===== config.mk =====
export PLATFORM = sky130hd
export DESIGN_NAME = lc_token_loader_flat
export DESIGN_NICKNAME = d
export VERILOG_FILES = /design/src/rtl/lc_token_loader_if.sv /design/src/rtl/lc_token_loader.sv /design/src/flat_wrapper.sv
export SDC_FILE = /design/constraint.sdc
export NUM_CORES = 1
export LEC_CHECK = 0
export CORE_AREA = 5 5 213 215
export DETAILED_ROUTE_END_ITERATION = 10
export DIE_AREA = 0 0 218 220
export PLACE_DENSITY = 0.88
export SLEW_MARGIN = 5
export SYNTH_ARGS = -nofsm -noshare
export SYNTH_HDL_FRONTEND = slang
export SYNTH_SLANG_ARGS = --single-unit
export TNS_END_PERCENT = 100

===== constraint.sdc =====
create_clock -name clk -period 41.4 [get_ports clk]
set_input_delay 8.28 -clock clk [delete_from_list [all_inputs] [get_ports clk]]
set_output_delay 8.28 -clock clk [all_outputs]
set_load 0.03 [all_outputs]

===== src/rtl/lc_token_loader_if.sv =====
// Word stream feeding the lifecycle token loader.
interface lc_token_loader_if #(
  parameter int unsigned WORD_W = 32
);
  logic              in_valid;
  logic              in_ready;
  logic [WORD_W-1:0] in_data;
  logic              in_type;
  logic              in_last;

  modport master (
    output in_valid,
    output in_data,
    output in_type,
    output in_last,
    input  in_ready
  );

  modport slave (
    input  in_valid,
    input  in_data,
    input  in_type,
    input  in_last,
    output in_ready
  );
endinterface


===== src/rtl/lc_token_loader.sv =====
// Lifecycle token loader: assembles transition and authentication IDs from a
// word stream, issues the lifecycle request, and locks out after repeated failures.
module lc_token_loader #(
  parameter int unsigned WORD_W         = 32,
  parameter int unsigned TOKEN_W        = 256,
  parameter int unsigned TIMEOUT_CYCLES = 1024,
  parameter int unsigned MAX_ATTEMPTS   = 3
) (
  input  logic               clk,
  input  logic               rst,
  lc_token_loader_if.slave   strm,
  input  logic               abort,
  output logic [TOKEN_W-1:0] lc_transition_id,
  output logic               lc_transition_request_in,
  output logic [TOKEN_W-1:0] lc_authentication_id,
  output logic               lc_authentication_valid,
  output logic               busy,
  output logic               err,
  output logic [1:0]         err_code,
  output logic               locked
);

  localparam int unsigned N     = TOKEN_W / WORD_W;
  localparam int unsigned CNT_W = (N > 1) ? $clog2(N) : 1;
  localparam int unsigned IDX_W = (TOKEN_W > 1) ? $clog2(TOKEN_W) : 1;
  localparam int unsigned TMO_W = 16;
  localparam int unsigned ATT_W = 3;

  localparam logic [CNT_W-1:0] LAST_IDX = CNT_W'(N - 1);
  localparam logic [TMO_W-1:0] TMO_LAST = TMO_W'(TIMEOUT_CYCLES - 1);
  localparam logic [ATT_W-1:0] ATT_MAX  = ATT_W'(MAX_ATTEMPTS);

  localparam logic [1:0] CODE_NONE  = 2'd0;
  localparam logic [1:0] CODE_ORDER = 2'd1;
  localparam logic [1:0] CODE_FRAME = 2'd2;
  localparam logic [1:0] CODE_TMO   = 2'd3;

  typedef enum logic [2:0] {
    ST_IDLE,
    ST_LOAD_TID,
    ST_LOAD_AUTH,
    ST_ISSUE,
    ST_DONE,
    ST_ERROR,
    ST_LOCKED
  } state_t;

  state_t             state;
  logic [CNT_W-1:0]   word_cnt;
  logic [TMO_W-1:0]   tmo_cnt;
  logic [ATT_W-1:0]   attempts;
  logic               ready_q;

  logic               accept;
  logic               loading;
  logic               is_final;
  logic               exp_type;
  logic               abort_hit;
  logic               tmo_hit;
  logic               fail_now;
  logic [1:0]         word_code;
  logic [1:0]         fail_code;
  logic [CNT_W-1:0]   cur_idx;
  logic [IDX_W-1:0]   word_base;
  logic [ATT_W-1:0]   att_inc;
  state_t             fail_state;

  assign strm.in_ready = ready_q;

  // Decode this cycle's event: word check, abort, timeout and failure target.
  always_comb begin
    accept     = strm.in_valid && ready_q;
    loading    = (state == ST_LOAD_TID) || (state == ST_LOAD_AUTH);
    cur_idx    = loading ? word_cnt : '0;
    is_final   = (cur_idx == LAST_IDX);
    exp_type   = (state == ST_LOAD_AUTH);
    word_base  = IDX_W'(cur_idx) * IDX_W'(WORD_W);
    word_code  = CODE_NONE;
    if (strm.in_type != exp_type) begin
      word_code = CODE_ORDER;
    end else if (strm.in_last != is_final) begin
      word_code = CODE_FRAME;
    end
    abort_hit  = abort && loading;
    tmo_hit    = loading && !accept && (tmo_cnt == TMO_LAST);
    fail_now   = !abort_hit && ((accept && (word_code != CODE_NONE)) || tmo_hit);
    fail_code  = accept ? word_code : CODE_TMO;
    att_inc    = attempts + ATT_W'(1);
    fail_state = (att_inc == ATT_MAX) ? ST_LOCKED : ST_ERROR;
  end

  // Loader state machine with registered outputs and token assembly.
  always_ff @(posedge clk or posedge rst) begin
    if (rst) begin
      state                    <= ST_IDLE;
      word_cnt                 <= '0;
      tmo_cnt                  <= '0;
      attempts                 <= '0;
      ready_q                  <= 1'b1;
      lc_transition_id         <= '0;
      lc_transition_request_in <= 1'b0;
      lc_authentication_id     <= '0;
      lc_authentication_valid  <= 1'b0;
      busy                     <= 1'b0;
      err                      <= 1'b0;
      err_code                 <= CODE_NONE;
      locked                   <= 1'b0;
    end else begin
      lc_transition_request_in <= 1'b0;
      if (abort_hit) begin
        // Software abort drops the partial load without counting an attempt.
        state                <= ST_IDLE;
        ready_q              <= 1'b1;
        busy                 <= 1'b0;
        word_cnt             <= '0;
        tmo_cnt              <= '0;
        lc_transition_id     <= '0;
        lc_authentication_id <= '0;
      end else if (fail_now) begin
        // Any failure discards partial tokens; the offending word is dropped.
        state                   <= fail_state;
        ready_q                 <= (fail_state != ST_LOCKED);
        locked                  <= (fail_state == ST_LOCKED);
        busy                    <= 1'b0;
        err                     <= 1'b1;
        err_code                <= fail_code;
        attempts                <= att_inc;
        word_cnt                <= '0;
        tmo_cnt                 <= '0;
        lc_transition_id        <= '0;
        lc_authentication_id    <= '0;
        lc_authentication_valid <= 1'b0;
      end else if (accept) begin
        tmo_cnt <= '0;
        case (state)
          ST_LOAD_TID: begin
            lc_transition_id[word_base +: WORD_W] <= strm.in_data;
            if (is_final) begin
              state    <= ST_LOAD_AUTH;
              word_cnt <= '0;
            end else begin
              word_cnt <= word_cnt + CNT_W'(1);
            end
          end
          ST_LOAD_AUTH: begin
            lc_authentication_id[word_base +: WORD_W] <= strm.in_data;
            if (is_final) begin
              state                    <= ST_ISSUE;
              ready_q                  <= 1'b0;
              word_cnt                 <= '0;
              lc_transition_request_in <= 1'b1;
              lc_authentication_valid  <= 1'b1;
            end else begin
              word_cnt <= word_cnt + CNT_W'(1);
            end
          end
          default: begin
            // First word of a new load from IDLE, DONE or ERROR.
            lc_transition_id        <= TOKEN_W'(strm.in_data);
            lc_authentication_id    <= '0;
            lc_authentication_valid <= 1'b0;
            err                     <= 1'b0;
            err_code                <= CODE_NONE;
            busy                    <= 1'b1;
            if (is_final) begin
              state    <= ST_LOAD_AUTH;
              word_cnt <= '0;
            end else begin
              state    <= ST_LOAD_TID;
              word_cnt <= CNT_W'(1);
            end
          end
        endcase
      end else begin
        if (loading) begin
          tmo_cnt <= tmo_cnt + TMO_W'(1);
        end
        if (state == ST_ISSUE) begin
          state    <= ST_DONE;
          ready_q  <= 1'b1;
          busy     <= 1'b0;
          attempts <= '0;
        end
      end
    end
  end

endmodule


===== src/flat_wrapper.sv =====
// flat-port wrapper written by rule: the top's interface ports become plain ports
module lc_token_loader_flat 
#(
  parameter int unsigned WORD_W         = 32,
  parameter int unsigned TOKEN_W        = 256,
  parameter int unsigned TIMEOUT_CYCLES = 1024,
  parameter int unsigned MAX_ATTEMPTS   = 3
)
  (clk, rst, abort, lc_transition_id, lc_transition_request_in, lc_authentication_id, lc_authentication_valid, busy, err, err_code, locked, strm_in_valid, strm_in_data, strm_in_type, strm_in_last, strm_in_ready);
  lc_token_loader_if #(.WORD_W(WORD_W)) strm_i ();
  input  logic clk;
  input  logic rst;
  input  logic abort;
  output logic [TOKEN_W-1:0] lc_transition_id;
  output logic lc_transition_request_in;
  output logic [TOKEN_W-1:0] lc_authentication_id;
  output logic lc_authentication_valid;
  output logic busy;
  output logic err;
  output logic [1:0] err_code;
  output logic locked;
  input wire logic [$bits(strm_i.in_valid)-1:0] strm_in_valid;
  input wire logic [$bits(strm_i.in_data)-1:0] strm_in_data;
  input wire logic [$bits(strm_i.in_type)-1:0] strm_in_type;
  input wire logic [$bits(strm_i.in_last)-1:0] strm_in_last;
  output wire logic [$bits(strm_i.in_ready)-1:0] strm_in_ready;
  assign strm_i.in_valid = strm_in_valid;
  assign strm_i.in_data = strm_in_data;
  assign strm_i.in_type = strm_in_type;
  assign strm_i.in_last = strm_in_last;
  assign strm_in_ready = strm_i.in_ready;
  lc_token_loader #(.WORD_W(WORD_W), .TOKEN_W(TOKEN_W), .TIMEOUT_CYCLES(TIMEOUT_CYCLES), .MAX_ATTEMPTS(MAX_ATTEMPTS)) u_core (.clk(clk), .rst(rst), .strm(strm_i), .abort(abort), .lc_transition_id(lc_transition_id), .lc_transition_request_in(lc_transition_request_in), .lc_authentication_id(lc_authentication_id), .lc_authentication_valid(lc_authentication_valid), .busy(busy), .err(err), .err_code(err_code), .locked(locked));
endmodule

# --- Yosys cells after proc, flatten, opt, wreduce, memory -nomap -nowiden ---
# Index checks and enable logic that the tools add are counted.
totals:
  inputBits: 38
  output_inout_bits: 520
  reg_bits: 545
classes:
  shifts: 2
  n_addsub: 4
  muxes: 62
  n_bitwise: 1
  reduce_logical: 26
  n_eq_ne: 21
op_table:
  columns: ["operator", "count"]
  rows:
  - ["two-way mux 256 bit", 6]
  - ["one-hot mux 256 bit (2 select lines)", 2]
  - ["bitwise mux 256 bit", 2]
  - ["variable shift 32 x 10 -> 256 bit (first input constant)", 1]
  - ["indexed part select 32 x 10 -> 256 bit", 1]
  - ["two-way mux 16 bit", 4]
  - ["two-way mux 3 bit", 15]
  - ["two-way mux 1 bit", 23]
  - ["adder 16 x 1 -> 16 bit (second input constant)", 1]
  - ["equality test 16 x 10 -> 1 bit (second input constant)", 1]
  - ["two-way mux 2 bit", 8]
  - ["!= test 4 bit (second input constant)", 3]
  - ["AND reduction 3 bit", 4]
  - ["!= test 5 bit (second input constant)", 2]
  - ["negator 8 -> 10 bit", 1]
  - ["equality test 3 x 2 -> 1 bit (second input constant)", 3]
  - ["AND reduction 2 bit", 4]
  - ["nonzero test 4 bit", 2]
  - ["adder 3 x 1 -> 3 bit (second input constant)", 2]
  - ["equality test 3 bit (second input constant)", 2]
  - ["logical AND 1 bit", 6]
  - ["!= test 3 bit (second input constant)", 2]
  - ["one-hot mux 3 bit (2 select lines)", 1]
  - ["nonzero test 2 bit", 3]
  - ["other kinds (13)", 17]

# --- Depth between registers and ports, before layout ---
depth:
  ltp_word: 13
  ltp_mapped: 16
  mapped_depth_nobuf: 11

# --- Worst setup path after synthesis ---
# OpenSTA, ideal clock, no wires.
synth_path:
  path_kind: "input to register"
  start: "input abort"
  end: "register u_core.lc_authentication_id[0]"
  stages: 9
  arrival_time_ns: 10.075
  path_slack_ns: 31.258
  setup_time_ns: 0.066
  cell_sequence: "clkbuf_1 nor4b_2 and2_1 buf_1 nor2_2 nor4b_2 buf_2 buf_6 a22o_1"
synth_via:
  elab_chain_len: 5
  elab_cells_between_ends: 8
  classes_between: "1 x eq/ne; 2 x mux; 5 x reduce/logical"
synth_rtl:
  columns: ["item", "line", "source"]
  rows:
  - ["start, declared", "flat_wrapper.sv:13", "input logic abort;"]
  - ["logical AND 1 bit *", "lc_token_loader.sv:84", "abort_hit = abort && loading;"]
  - ["zero test 1 bit", "lc_token_loader.sv:86", "fail_now = !abort_hit && ((accept && (word_code != CODE_NONE)) || tmo_hit);"]
  - ["logical AND 1 bit", "lc_token_loader.sv:86", null]
  - ["!= test 3 x 1 -> 1 bit (no source line) (tied with other cells)", null, null]
  - ["AND reduction 2 bit (no source line) or two-way mux 256 bit (tied branches)", null, null]
  - ["end signal, assigned by index", "lc_token_loader.sv:146", "lc_authentication_id[word_base +: WORD_W] <= strm.in_data;"]
  - ["end, declared", "lc_token_loader.sv:15", "output logic [TOKEN_W-1:0] lc_authentication_id,"]
# Every way passes the cells marked *; elsewhere a longest branch is shown, timed or not.
# A chain may end at the register's enable or synchronous reset.

# --- Final worst setup path ---
layout_path:
  start: "input strm_in_valid"
  end: "register u_core.lc_transition_id[141]"
layout_via:
  elab_chain_len: 8
  elab_cells_between_ends: 12
  classes_between: "1 x eq/ne; 2 x mux; 9 x reduce/logical"
layout_rtl:
  columns: ["item", "line", "source"]
  rows:
  - ["start, declared", "flat_wrapper.sv:22", "input wire logic [$bits(strm_i.in_valid)-1:0] strm_in_valid;"]
  - ["logical AND 1 bit *", "lc_token_loader.sv:72", "accept = strm.in_valid && ready_q;"]
  - ["zero test 1 bit", "lc_token_loader.sv:85", "tmo_hit = loading && !accept && (tmo_cnt == TMO_LAST);"]
  - ["logical AND 1 bit (2 in a row)", "lc_token_loader.sv:85", null]
  - ["logical OR 1 bit", "lc_token_loader.sv:86", null]
  - ["logical AND 1 bit", "lc_token_loader.sv:86", null]
  - ["!= test 3 bit (no source line) (tied with other cells)", null, null]
  - ["AND reduction 2 bit (no source line) or two-way mux 256 bit (tied branches)", null, null]
  - ["end signal, assigned by index", "lc_token_loader.sv:137", "lc_transition_id[word_base +: WORD_W] <= strm.in_data;"]
  - ["end signal, assigned", "lc_token_loader.sv:159", "lc_transition_id <= TOKEN_W'(strm.in_data);"]
  - ["end, declared", "lc_token_loader.sv:13", "output logic [TOKEN_W-1:0] lc_transition_id,"]
# Marks and branches as above.

==> flow_metrics.py <==
metrics = {
    "status": {
        "status": "completed",
    },
    "synthesis": {
        "synth_cell_types": 66,
        "ys_async_sr_fraction": 1.00,
        "synth_edf_count": 0,
        "synth_warnings": 0,
        "netlist_area_um2": 20900,
        "synth_cells": 1580,
        "synth-main-ff-cell": "dfrtp_1",
        "syn-num-nets": 1626,
        "synth_area_leaders": "dfrtp_1 (65%), a22o_1 (15%), a32o_1 (6.5%)",
        "yosys.area.top_type_share": 0.651,
        "seq_area_frac_synth": 0.653,
        "avgSynthCellArea_um2": 13.2,
        "yosysTopAreaCell": "dfrtp_1",
        "ys_ff_latch": 545,
    },
    "final_layout": {
        "syn_to_final_growth_pct": 37.0,
        "drive_gt1_frac": 0.0821,
        "fin_area_um2": 28600,
        "layout.nets": 2074,
        "n_fill_cell": 3008,
    },
    "pwr": {
        "p_switching_mw": 0.235,
        "p_int_mw": 0.820,
        "pwr_density_cell_nw_per_um2": 36.8,
        "p_comb_frac": 0.029,
        "p_leak_nw": 12.7,
        "clockPowerShare": 0.466,
        "p_sw_frac": 0.223,
        "ir_drop_v": 0.0000373,
        "p_seq_frac": 0.505,
    },
    "timing": {
        "clock.fmax_ghz": 0.0910,
        "holdWs_ns": 0.487,
        "fin_tns_setup_ns": 0,
        "drv_slew": 0,
        "min_period_ns": 10.99,
        "setup_ws_ns": 30.41,
        "fin_skew_ns": 0.0268,
        "post-route-period-util": 0.266,
        "finalHoldViolCount": 0,
        "finalSetupViolations": 0,
        "slew_headroom": 0.139,
        "tightestPinTransition_ns": 1.29,
        "rsz0062_at_grt": "false",
    },
    "setup_path": {
        "worstSetupEndpointType": "flop",
        "worst-path-max-fanout": 68,
        "path_buf_inv": 1,
        "slowest_delay_ns": 0.86,
        "critPathLaunchType": "primary input",
        "reg2reg_setup_slack_ns": 36.23,
        "crit_arrival_ns": 11.53,
        "required_ns": 41.94,
        "path_cells": "clkdlybuf4s50_1 -> and2_4 -> a21oi_1 -> nand3b_4 -> nor2_4 -> a22o_1",
        "crit_slowest_cell": "nor2_4",
        "worstSetupPathType": "primary input to flop",
        "cp_top_family": "simple AND/OR/NAND/NOR gates",
    },
    "grt": {
        "grt_pass1_wl_um": 116000,
        "grt_start_max_net_pins": 180,
        "grt_pass1_vias": 17300,
        "grt_overflow": 0,
        "antenna_found_initial": 2,
        "grt_usage": 0.320,
    },
    "clock_network": {
        "cts_tree": "yes",
        "postCtsSetupBuffers": 0,
        "post_cts_resize_count": 0,
        "cts-htree-levels": 2,
        "clockBufferDepth": 3,
        "clkSinkCount": 545,
        "numCtsBuffers": 53,
        "hold_buffers": 0,
        "clk_transition_reported_paths_ns": 0.06,
        "cts-root-buf": "clkbuf_16",
        "clk_latency_ns": 0.61,
    },
    "routing": {
        "wire_per_inst_um": 29.8,
        "totalWireLength_um": 79400,
        "drcViolationCount": 0,
        "via_count": 17300,
        "drtAntennaViolNets": 0,
        "drt_iter0_drc": 1849,
        "viasPerCell": 6.49,
        "dr.pass1.iters": 5,
    },
    "floorplan": {
        "start_util": 0.480,
        "chipWidth_um": 218,
        "io_pins": 558,
        "die_area_um2": 48000,
        "die_h_um": 220,
        "fp.coreArea_um2": 43500,
        "rows": 77,
    },
    "min_path": {
        "hold_path.class": "flop to flop",
    },
    "placed_design": {
        "pre_cts_slack_ns": 29.79,
        "gp_congestion": 0.892,
        "hpwl_um": 51600,
        "port-buffer-count": 557,
        "postPlaceCellArea_um2": 26800,
    },
    "flow_run": {
        "drv_cap": 0,
    },
}
## placed cells by master, fill, tap and decap left out, drive strengths merged, types with 2 or more instances in the layout
master and instances:
a21oi 49, o22ai 3, inv 10, o31ai 2, dfrtp 544, nor4b 2
o221ai 2, nor2 52, clkinv 8, a21o 3, mux2 2, clkbuf 82
a211oi 3, a32o 135, and2 6, nor4 3, nor2b 4, and3 9
a31o 2, buf 30, clkinvlp 3, a31oi 12, nor3 10, xor2 10
xnor2 8, a22o 346, nand2 103, o21ai 16, nand2b 3, nor3b 3
diode 2, clkdlybuf4s50 557, ha 8, bufinv 2, nand3b 4, nand4 4
nand3 12
## power by group through the flow
| stage | registers (mW) | logic [mW] | clock network, mW |
|---|---|---|---|
| after global placement | 0.542 | 0.0297 | 0 |
| after detailed placement | 0.542 | 0.0301 | 0 |
| after global routing | 0.532 | 0.0324 | 0.519 |
| after floorplan | 0.543 | 0.0148 | 0 |
| final | 0.533 | 0.0304 | 0.492 |
| after CTS | 0.533 | 0.0302 | 0.497 |
## cells by family (layout without fill, tap and decap cells)
| group | Yosys count | in the layout | share of synthesized area |
|---|---|---|---|
| other cells | 0 | 2 | 0 |
| simple gates | 221 | 221 | 0.0526 |
| xor+xnor | 18 | 18 | 0.00826 |
| fa+ha+maj | 8 | 8 | 0.00479 |
| buf+inv | 201 | 692 | 0.0405 |
| mux | 3 | 3 | 0.00156 |
| compound gates | 584 | 584 | 0.240 |
| flops | 545 | 545 | 0.653 |
## per-layer routing
layer	up-vias	global-route usage	part of all wire
li1	6876	-	-
met3	258	0.112	0.12
met2	1285	0.498	0.47
met5	-	0	0
met1	8881	0.409	0.37
met4	0	0.139	0.047
## cell usage after synthesis, types with 3 or more instances
cell type,number
a211oi_1,3
a21o_1,3
a21oi_1,49
a22o_1,346
a31oi_1,12
a32o_1,135
and2_1,5
and3_1,9
buf_1,34
buf_2,55
buf_4,4
clkbuf_1,100
dfrtp_1,544
ha_1,8
inv_1,6
nand2_1,103
nand2b_1,3
nand3_1,12
nand3b_1,3
nand4_1,4
nor2_1,45
nor2_2,7
nor2b_1,4
nor3_1,7
nor3b_4,3
o21ai_0,8
o21ai_1,8
o22ai_1,3
xnor2_1,7
xor2_1,9
## worst paths after layout
kind,startpoint,end,depth (start not counted)
setup / recovery,strm_in_valid,u_core.lc_transition_id[141],6
setup reg to reg,u_core.state[0],u_core.lc_transition_id[141],11
max in group asynchronous,rst,u_core.lc_authentication_id[213],4
hold / removal,u_core.lc_authentication_id[93],u_core.lc_authentication_id[93],1
min in group asynchronous,rst,u_core.lc_transition_id[85],2
hold reg to reg,u_core.lc_authentication_id[93],u_core.lc_authentication_id[93],1
## registers in the layout, indices dropped and copies added (netlist names)
register and flops:
u_core.state 3, u_core.err 1, u_core.lc_authentication_valid 1, u_core.attempts 3
u_core.locked 1, u_core.word_cnt 3, u_core.lc_authentication_id 256, u_core.strm.in_ready 1
u_core.tmo_cnt 16, u_core.lc_transition_request_in 1, u_core.lc_transition_id 256, u_core.busy 1
u_core.err_code 2
## metrics by stage
| stage | power, mW | instances | utilization |
|---|---|---|---|
| finish | 1.05 | 2665 | 0.658 |
| global route | 1.08 | 2665 | 0.658 |
| CTS | 1.06 | 2663 | 0.657 |
| detailed placement | 0.572 | 2565 | 0.616 |
| global placement | 0.572 | 2565 | 0.616 |
| floorplan | 0.558 | 1580 | - |
## final cells by class
type | count | area [um^2] | area share
antenna | 2 | 5.00 | 0.000175
clock buffer | 82 | 1620 | 0.0565
clock inverter | 16 | 174 | 0.00607
inverter | 7 | 33.8 | 0.00118
multi-input combinational | 834 | 6610 | 0.231
sequential | 545 | 13600 | 0.476
tap | 592 | 741 | 0.0259
timing repair buffer | 587 | 5810 | 0.203
Note: power is estimated with default switching activity, not from simulation.
